[config.mk]
export PLATFORM = sky130hd
export DESIGN_NAME = btn_debounce
export DESIGN_NICKNAME = d
export VERILOG_FILES = /design/src/rtl/btn_debounce.sv
export SDC_FILE = /design/constraint.sdc
export NUM_CORES = 1
export LEC_CHECK = 0
export ABC_AREA = 1
export CORE_UTILIZATION = 53
export CTS_CLUSTER_DIAMETER = 80
export DETAILED_ROUTE_END_ITERATION = 12
export PLACE_DENSITY = 0.81
export SLEW_MARGIN = 15
export SYNTH_ARGS = -nofsm -noshare
export SYNTH_HDL_FRONTEND = slang
export SYNTH_SLANG_ARGS = --single-unit
export TNS_END_PERCENT = 20
[constraint.sdc]
create_clock -name clk -period 2 [get_ports clk]
set_clock_uncertainty 0.2 [all_clocks]
set_input_delay 0.5 -clock clk [delete_from_list [all_inputs] [get_ports clk]]
set_output_delay 0.5 -clock clk [all_outputs]
set_load 0.005 [all_outputs]
[src/rtl/btn_debounce.sv]
// -----------------------------------------------------------------------------
// btn_debounce
//
// Conditions the raw board buttons into clean command pulses for the LED
// pattern FSM.
//
// Each channel is processed in three steps:
//   1. A two-flop synchronizer (s1, s2).
//   2. A stability counter. A level change is accepted only after DB_CYCLES
//      consecutive samples that differ from the current level.
//   3. Rising-edge detection.
// A priority filter then keeps only the highest-index request on any edge, so
// btn_pulse is always zero or one-hot.
//
// Optional feature (compile-time macro BTN_REPEAT_EN):
//   While a button stays held, it auto-repeats. The first repeat request comes
//   REPEAT_DELAY cycles after the press pulse. Further requests follow every
//   REPEAT_PERIOD cycles. Without the macro, no hold counters are built and
//   each accepted press gives exactly one pulse.
//
// Parameters:
//   N_BTN         number of button channels
//   DB_CYCLES     consecutive stable cycles needed to accept a change (>= 2)
//   REPEAT_DELAY  hold cycles from the press pulse to the first repeat
//   REPEAT_PERIOD cycles between auto-repeat pulses
//
// Ports:
//   clk        rising-edge clock
//   rst        asynchronous, active-high reset
//   btn_raw    raw, asynchronous, bouncing button pins
//   btn_level  debounced button levels (registered, not priority-filtered)
//   btn_pulse  one-cycle command pulse, zero or one-hot (registered)
// -----------------------------------------------------------------------------
module btn_debounce #(
   parameter int N_BTN         = 4,
   parameter int DB_CYCLES     = 4,
   parameter int REPEAT_DELAY  = 16,
   parameter int REPEAT_PERIOD = 8
) (
   input  logic             clk,
   input  logic             rst,
   input  logic [N_BTN-1:0] btn_raw,
   output logic [N_BTN-1:0] btn_level,
   output logic [N_BTN-1:0] btn_pulse
);

   localparam int             CNT_W   = $clog2(DB_CYCLES);
   localparam logic [CNT_W-1:0] CNT_MAX = CNT_W'(DB_CYCLES - 1);

   logic [N_BTN-1:0] s1;
   logic [N_BTN-1:0] s2;
   logic [CNT_W-1:0] cnt [N_BTN];

   logic [N_BTN-1:0] accept;
   logic [N_BTN-1:0] press_req;
   logic [N_BTN-1:0] req;
   logic [N_BTN-1:0] pulse_nxt;

   // A change is accepted on the edge where the counter has already seen
   // DB_CYCLES-1 differing samples and the current sample still differs.
   always_comb begin
      accept    = '0;
      press_req = '0;
      for (int i = 0; i < N_BTN; i++) begin
         accept[i]    = (s2[i] != btn_level[i]) && (cnt[i] == CNT_MAX);
         press_req[i] = accept[i] && s2[i];
      end
   end

   // ---- synchronizer and debounce stage ----
   always_ff @(posedge clk or posedge rst) begin
      if (rst) begin
         s1        <= '0;
         s2        <= '0;
         btn_level <= '0;
         for (int i = 0; i < N_BTN; i++) begin
            cnt[i] <= '0;
         end
      end else begin
         s1 <= btn_raw;
         s2 <= s1;
         for (int i = 0; i < N_BTN; i++) begin
            if (s2[i] == btn_level[i]) begin
               cnt[i] <= '0;
            end else if (accept[i]) begin
               btn_level[i] <= s2[i];
               cnt[i]       <= '0;
            end else begin
               cnt[i] <= cnt[i] + 1'b1;
            end
         end
      end
   end

`ifdef BTN_REPEAT_EN
   localparam int HOLD_MAX = (REPEAT_DELAY > REPEAT_PERIOD) ? REPEAT_DELAY : REPEAT_PERIOD;
   localparam int HOLD_W   = $clog2(HOLD_MAX + 1);
   localparam logic [HOLD_W-1:0] DLY_T = HOLD_W'(REPEAT_DELAY - 1);
   localparam logic [HOLD_W-1:0] PER_T = HOLD_W'(REPEAT_PERIOD - 1);

   logic [HOLD_W-1:0] hold [N_BTN];
   logic [N_BTN-1:0]  rep_phase;
   logic [N_BTN-1:0]  rep_req;

   // The hold counter is zero on the press edge, because the level was still
   // low before that edge. It then counts once per held cycle. A request
   // fires when it reaches the current target. The target is the delay for
   // the first repeat and the period for every repeat after that.
   always_comb begin
      rep_req = '0;
      for (int i = 0; i < N_BTN; i++) begin
         rep_req[i] = btn_level[i] && (hold[i] == (rep_phase[i] ? PER_T : DLY_T));
      end
   end

   // ---- hold counter stage ----
   always_ff @(posedge clk or posedge rst) begin
      if (rst) begin
         rep_phase <= '0;
         for (int i = 0; i < N_BTN; i++) begin
            hold[i] <= '0;
         end
      end else begin
         for (int i = 0; i < N_BTN; i++) begin
            if (!btn_level[i]) begin
               hold[i]      <= '0;
               rep_phase[i] <= 1'b0;
            end else if (rep_req[i]) begin
               hold[i]      <= '0;
               rep_phase[i] <= 1'b1;
            end else begin
               hold[i] <= hold[i] + 1'b1;
            end
         end
      end
   end

   assign req = press_req | rep_req;
`else
   // The repeat parameters are accepted but have no effect in this build.
   if ((REPEAT_DELAY < 1) || (REPEAT_PERIOD < 1)) begin : g_repeat_unused
   end

   assign req = press_req;
`endif

   // The loop runs from low to high index, so the highest requesting channel
   // wins. Lower requests on the same edge are dropped, not queued.
   always_comb begin
      pulse_nxt = '0;
      for (int i = 0; i < N_BTN; i++) begin
         if (req[i]) begin
            pulse_nxt    = '0;
            pulse_nxt[i] = 1'b1;
         end
      end
   end

   // ---- pulse output stage ----
   always_ff @(posedge clk or posedge rst) begin
      if (rst) begin
         btn_pulse <= '0;
      end else begin
         btn_pulse <= pulse_nxt;
      end
   end

endmodule

==> impl_metrics.ini, run 1 <==
[final_layout]
fin_cells = 107
drive_above_1_share_pct = 5.49
multi_input_area_sq_um = 216
register_area_sq_um = 601
postLayoutCellArea_sq_um = 1050
utilization_pct = 69.9
fill_cells = 114
area_growth_pct = 22.6
n_antenna_cell = 0
layout.nets = 102

[die]
die_area_sq_um = 1780
initial_core_util_pct = 57.0
std_cell_rows = 14
ios = 14
fp.dieW_um = 42.2
fp.dieH_um = 42.2
core_sq_um = 1510

[logic_synthesis]
ys_types = 9
synth-main-ff-cell = dfrtp_1
synth_top_area_cell = dfrtp_1
postSynthCellCount = 73
yosysWarnings = 0
synth_common_cells = dfrtp_1, nor2_1, inv_1, nand2_1
synthesis.area_sq_um = 858
yosysSeqAreaShare_pct = 70.0
syn_area_per_cell_sq_um = 11.8
synth.most_common_cell = dfrtp_1
syn-num-nets = 83
synth_edf_count = 0
synth_area_leaders = dfrtp_1, ha_1, nor2_1, inv_1, xnor2_1
async_flop_share_pct = 100
yosys_register_bits = 24
synth_top_area_share_pct = 70.0

[power_and_ir_drop]
p_leak_nw = 0.522
vdd_drop_max_mv = 0.685
power.density_nw_per_um2 = 1200
power_mw = 1.27

[clock_tree]
clk_pin_slew_ns = 0.12
ctsHoldBuffers = 0
ctsResizeCount = 0
insertion_delay_ns = 0.30
clockRootBuffer = clkbuf_4
cts_buffer_depth = 2
htree_levels = 1
post_cts_buffers = 0
numCtsBuffers = 3
clkSinkCount = 24
tritoncts = done

[timing]
min_period_over_period_pct = 96.1
worst_slew_pin_slew_ns = 0.291
setup_viol = 0
max_freq_mhz = 520
rsz0062_at_grt = no
fin_hold_ws_ns = 0.160
period_minus_slack_ns = 1.92
final.setup.tns_ns = 0
slew_headroom_pct = 80.6
final_max_slew_viol_count = 0
final_hold_viol_count = 0
setup_slack_ns = 0.0787

[outcome]
status = finished, final reports clean

[global_routing]
grt_max_degree = 25
grt_overflow = 0
antenna_found_initial = 0
grt_pass1_vias = 522
grt_pass1_wl_mm = 2.07
grt_util_all_layers_pct = 16.3

[worst_setup_path]
crit_type = reg2out
path_buf_inv = 1
start_kind = flip-flop
critPathArrivalTime_ns = 1.22
path_cells = clkdlybuf4s50_1
crit_required_ns = 1.30
slowest_delay_ns = 0.52
cpLargestDelayFamily = buffers and inverters
endpoint_kind = output port
cp_slowest_cell = clkdlybuf4s50_1
cp_max_fo = 3

[detailed_routing]
wl_per_cell_um = 11.0
avgViaCountPerCell = 4.88
drt-initial-drc-count = 4
drt_wl_total_mm = 1.18
ant_nets = 0
num_vias = 522
dr.pass1.iters = 2
drc = 0

[place]
gp_congestion = 0.681
place_area_sq_um = 1020
hpwl_um = 894
portBuffers = 13
pre_cts_slack_ns = 0.414
dp_cells = 103

[worst_hold_path]
hp-class = reg2reg

[run]
max_cap_violations = 0
[kinds of logic after synthesis]
group	count (synthesis)	synth area share, %
buf+inv	11	4.81
compound gates	4	2.33
xor+xnor	4	4.08
flops	24	70.0
fa+ha+maj	4	5.83
simple gates	26	13.0
[cell usage in the layout (no fill, tap or decap)]
cell type,instances
clkbuf_4,3
nor2_1,12
or2_0,4
ha_1,4
inv_1,11
nand3_1,3
clkbuf_8,1
xnor2_1,4
dfrtp_1,24
o21ai_0,4
nand2_1,7
buf_4,1
clkdlybuf4s50_1,13
[report_power, final]
part           switching (mW)  internal (mW)
logic                   0.170          0.192
registers              0.0631          0.600
clock network           0.129          0.111
total                   0.363          0.903
[flip-flops by register name, summed over array words and instances, names as in the netlist]
register	cells
cnt	8
btn_level	4
btn_pulse	4
s1	4
s2	4
[path summary, 6_finish.rpt]
kind                               endpoint                startpoint  depth (start not counted)  slack (ns)
setup / recovery               btn_level[3]  btn_level[3]$_DFFE_PP0P_                          1        0.08
hold / removal              s2[0]$_DFF_PP0_           s1[0]$_DFF_PP0_                          0        0.16
setup reg to reg           cnt[4]$_DFF_PP0_          cnt[4]$_DFF_PP0_                          3        0.75
hold reg to reg             s2[0]$_DFF_PP0_           s1[0]$_DFF_PP0_                          0        0.16
max in group asynchronous  cnt[6]$_DFF_PP0_                       rst                          3        1.05
min in group asynchronous  cnt[3]$_DFF_PP0_                       rst                          3        0.33
[final cells by class]
cell class	count	share of cell area [%]
clock buffers	4	3.45
well taps	16	1.90
flip-flops and latches	24	57.1
repair buffers	14	13.1
multi-input cells	38	20.6
inverters	11	3.92
[metal layers]
layer  vias to the layer above  routed length, um  track usage [%]  part of all wire, %
met4                         0                 26             9.38                  2.2
met5                         -                  0                0                    0
met1                       249                524             19.4                   44
met2                        11                589             26.8                   50
li1                        258                  -                -                    -
met3                         4                 42             3.88                  3.6
Power figures use the tool's default switching activity.
==> run 2: changes to the inputs <==
--- a/config.mk
+++ b/config.mk
@@ -6,10 +6,11 @@
 export NUM_CORES = 1
 export LEC_CHECK = 0
 export ABC_AREA = 1
-export CORE_UTILIZATION = 53
+export CORE_ASPECT_RATIO = 1.4
+export CORE_UTILIZATION = 45
 export CTS_CLUSTER_DIAMETER = 80
 export DETAILED_ROUTE_END_ITERATION = 12
-export PLACE_DENSITY = 0.81
+export PLACE_DENSITY = 0.74
 export SLEW_MARGIN = 15
 export SYNTH_ARGS = -nofsm -noshare
 export SYNTH_HDL_FRONTEND = slang
==> constraint.sdc (replaced) <==
create_clock -name clk -period 1.6 [get_ports clk]
set_clock_uncertainty 0.2 [all_clocks]
set_input_delay 0.4 -clock clk [delete_from_list [all_inputs] [get_ports clk]]
set_output_delay 0.4 -clock clk [all_outputs]
set_load 0.005 [all_outputs]
==> run 2 against run 1 <==
Compared with the run above:
- sequential cell count is the same
- final cell count grew 7.5%
- die area grew 17%
- critical path depth is the same
- global-route usage shrank 4.2 points
==> impl_metrics.ini, run 2 (synthesis results as in run 1) <==
[outcome]
status = finished, final reports clean

[detailed_routing]
drc = 0
ant_nets = 0
wl_per_cell_um = 8.90
num_vias = 521
dr.pass1.iters = 4
avgViaCountPerCell = 4.53
drt-initial-drc-count = 4
drt_wl_total_mm = 1.02

[final_layout]
largest_reg_flops = 8
fill_cells = 154
utilization_pct = 61.7
layout.nets = 106
area_growth_pct = 28.0
final_common_cell = dfrtp_1
mostFrequentLayoutCells = dfrtp_1, nor2_1, inv_1
postLayoutCellArea_sq_um = 1100
n_antenna_cell = 0
regMostFlops = cnt
drive_above_1_share_pct = 9.47

[worst_hold_path]
hold_start = s1[3]$_DFF_PP0_
holdPathEnd = s2[3]$_DFF_PP0_
hp-class = reg2reg
whs_path_depth = 0

[clock_tree]
tritoncts = done
clkSinkCount = 24
insertion_delay_ns = 0.31
htree_levels = 1
cts_buffer_depth = 2
clockRootBuffer = clkbuf_4
numCtsBuffers = 3
clk_pin_slew_ns = 0.12

[worst_setup_path]
ff2ff_path_depth = 3
slowest_delay_ns = 0.38
path_cells = dlygate4sd2_1
path_buf_inv = 1
crit_start = btn_pulse[3]$_DFF_PP0_
worstReg2RegStart = cnt[2]$_DFF_PP0_
crit_type = reg2out
worstReg2RegEnd = cnt[2]$_DFF_PP0_
regToRegSetupSlack_ns = 0.36
endpoint_kind = output port
start_kind = flip-flop
crit_required_ns = 1.00
cp_max_fo = 1
critPathArrivalTime_ns = 0.94
cpLargestDelayFamily = flip-flops
cp_slowest_cell = dfrtp_1

[global_routing]
antenna_found_initial = 0
grt_max_degree = 25
grt_pass1_wl_mm = 1.65
grt_util_all_layers_pct = 12.1
grt_pass1_vias = 423
grt_overflow = 0

[place]
hpwl_um = 745
place_area_sq_um = 1020
portBuffers = 13
gp_congestion = 0.650

[die]
ios = 14
initial_core_util_pct = 48.2
std_cell_rows = 18
die_area_sq_um = 2090
fp.dieW_um = 38.9
fp.dieH_um = 53.7
core_sq_um = 1780

[timing]
final.setup.tns_ns = 0
fin_hold_ws_ns = 0.162
final_max_slew_viol_count = 0
slew_headroom_pct = 80.8
period_minus_slack_ns = 1.54
worst_slew_pin_slew_ns = 0.288
final_hold_viol_count = 0
setup_viol = 0
rsz0062_at_grt = no
max_freq_mhz = 648
min_period_over_period_pct = 96.5

[power_and_ir_drop]
vdd_drop_max_mv = 0.872
p_leak_nw = 0.572
power.density_nw_per_um2 = 1560

[run]
max_cap_violations = 0
## run 2: final cells by class
type | instances | area, sq um | area share, %
Timing Repair Buffer | 18 | 163 | 14.8
Sequential cell | 24 | 601 | 54.7
Clock buffer | 3 | 22.5 | 2.05
Tap cell | 20 | 25.0 | 2.28
Clock inverter | 1 | 30.0 | 2.73
Multi-Input combinational cell | 38 | 216 | 19.7
Inverter | 11 | 41.3 | 3.76
## run 2: where the power goes
group          internal, mW  leakage (nW)  total [mW]  switching [mW]
clock                 0.253        0.0279       0.421           0.167
combinational         0.265         0.242       0.491           0.226
sequential            0.749         0.302       0.807          0.0582
total                  1.27         0.572        1.72           0.452
## run 2: worst max-delay path by stage
| stage | depth (start not counted) | endpoint | slack, ns |
|---|---|---|---|
| 3_5_place_dp | 1 | btn_level[3] | 0.12 |
| 6_report | 1 | btn_pulse[3] | 0.06 |
| 4_1_cts | 1 | btn_level[2] | 0.01 |
| 3_3_place_gp | 1 | btn_level[2] | 0.14 |
| 2_1_floorplan | 3 | cnt[0]$_DFF_PP0_ | 0.46 |
| 5_1_grt | 1 | btn_pulse[3] | 0.0006 |
## run 2: worst register-to-register path, cell delays in order, from the launching register on
cell	delay (ns)
dfrtp_1	0.40
ha_1	0.23
or2_0	0.24
nor2_1	0.11
## run 2: metal layers
metal	vias up	wire length [um]	global-route usage, %
met5	-	0	0
li1	264	-	-
met4	0	28	8.62
met2	12	499	18.6
met3	4	40	3.72
met1	241	455	13.9
## run 2: through the flow
stage                     power [mW]  cells  worst slack [ns]
after floorplan                 1.11     73             0.461
after global placement          1.26    107             0.137
after detailed placement        1.28    107             0.124
after CTS                       1.74    115            0.0139
after global routing            1.85    115          0.000563
final                           1.72    115            0.0559
## run 2: timing repair
action / in CTS / in global routing
gates resized for setup: 8 / 4
endpoints found under the setup margin: 8 / 4
hold buffers: 0 / 0
setup buffers: 4 / 0
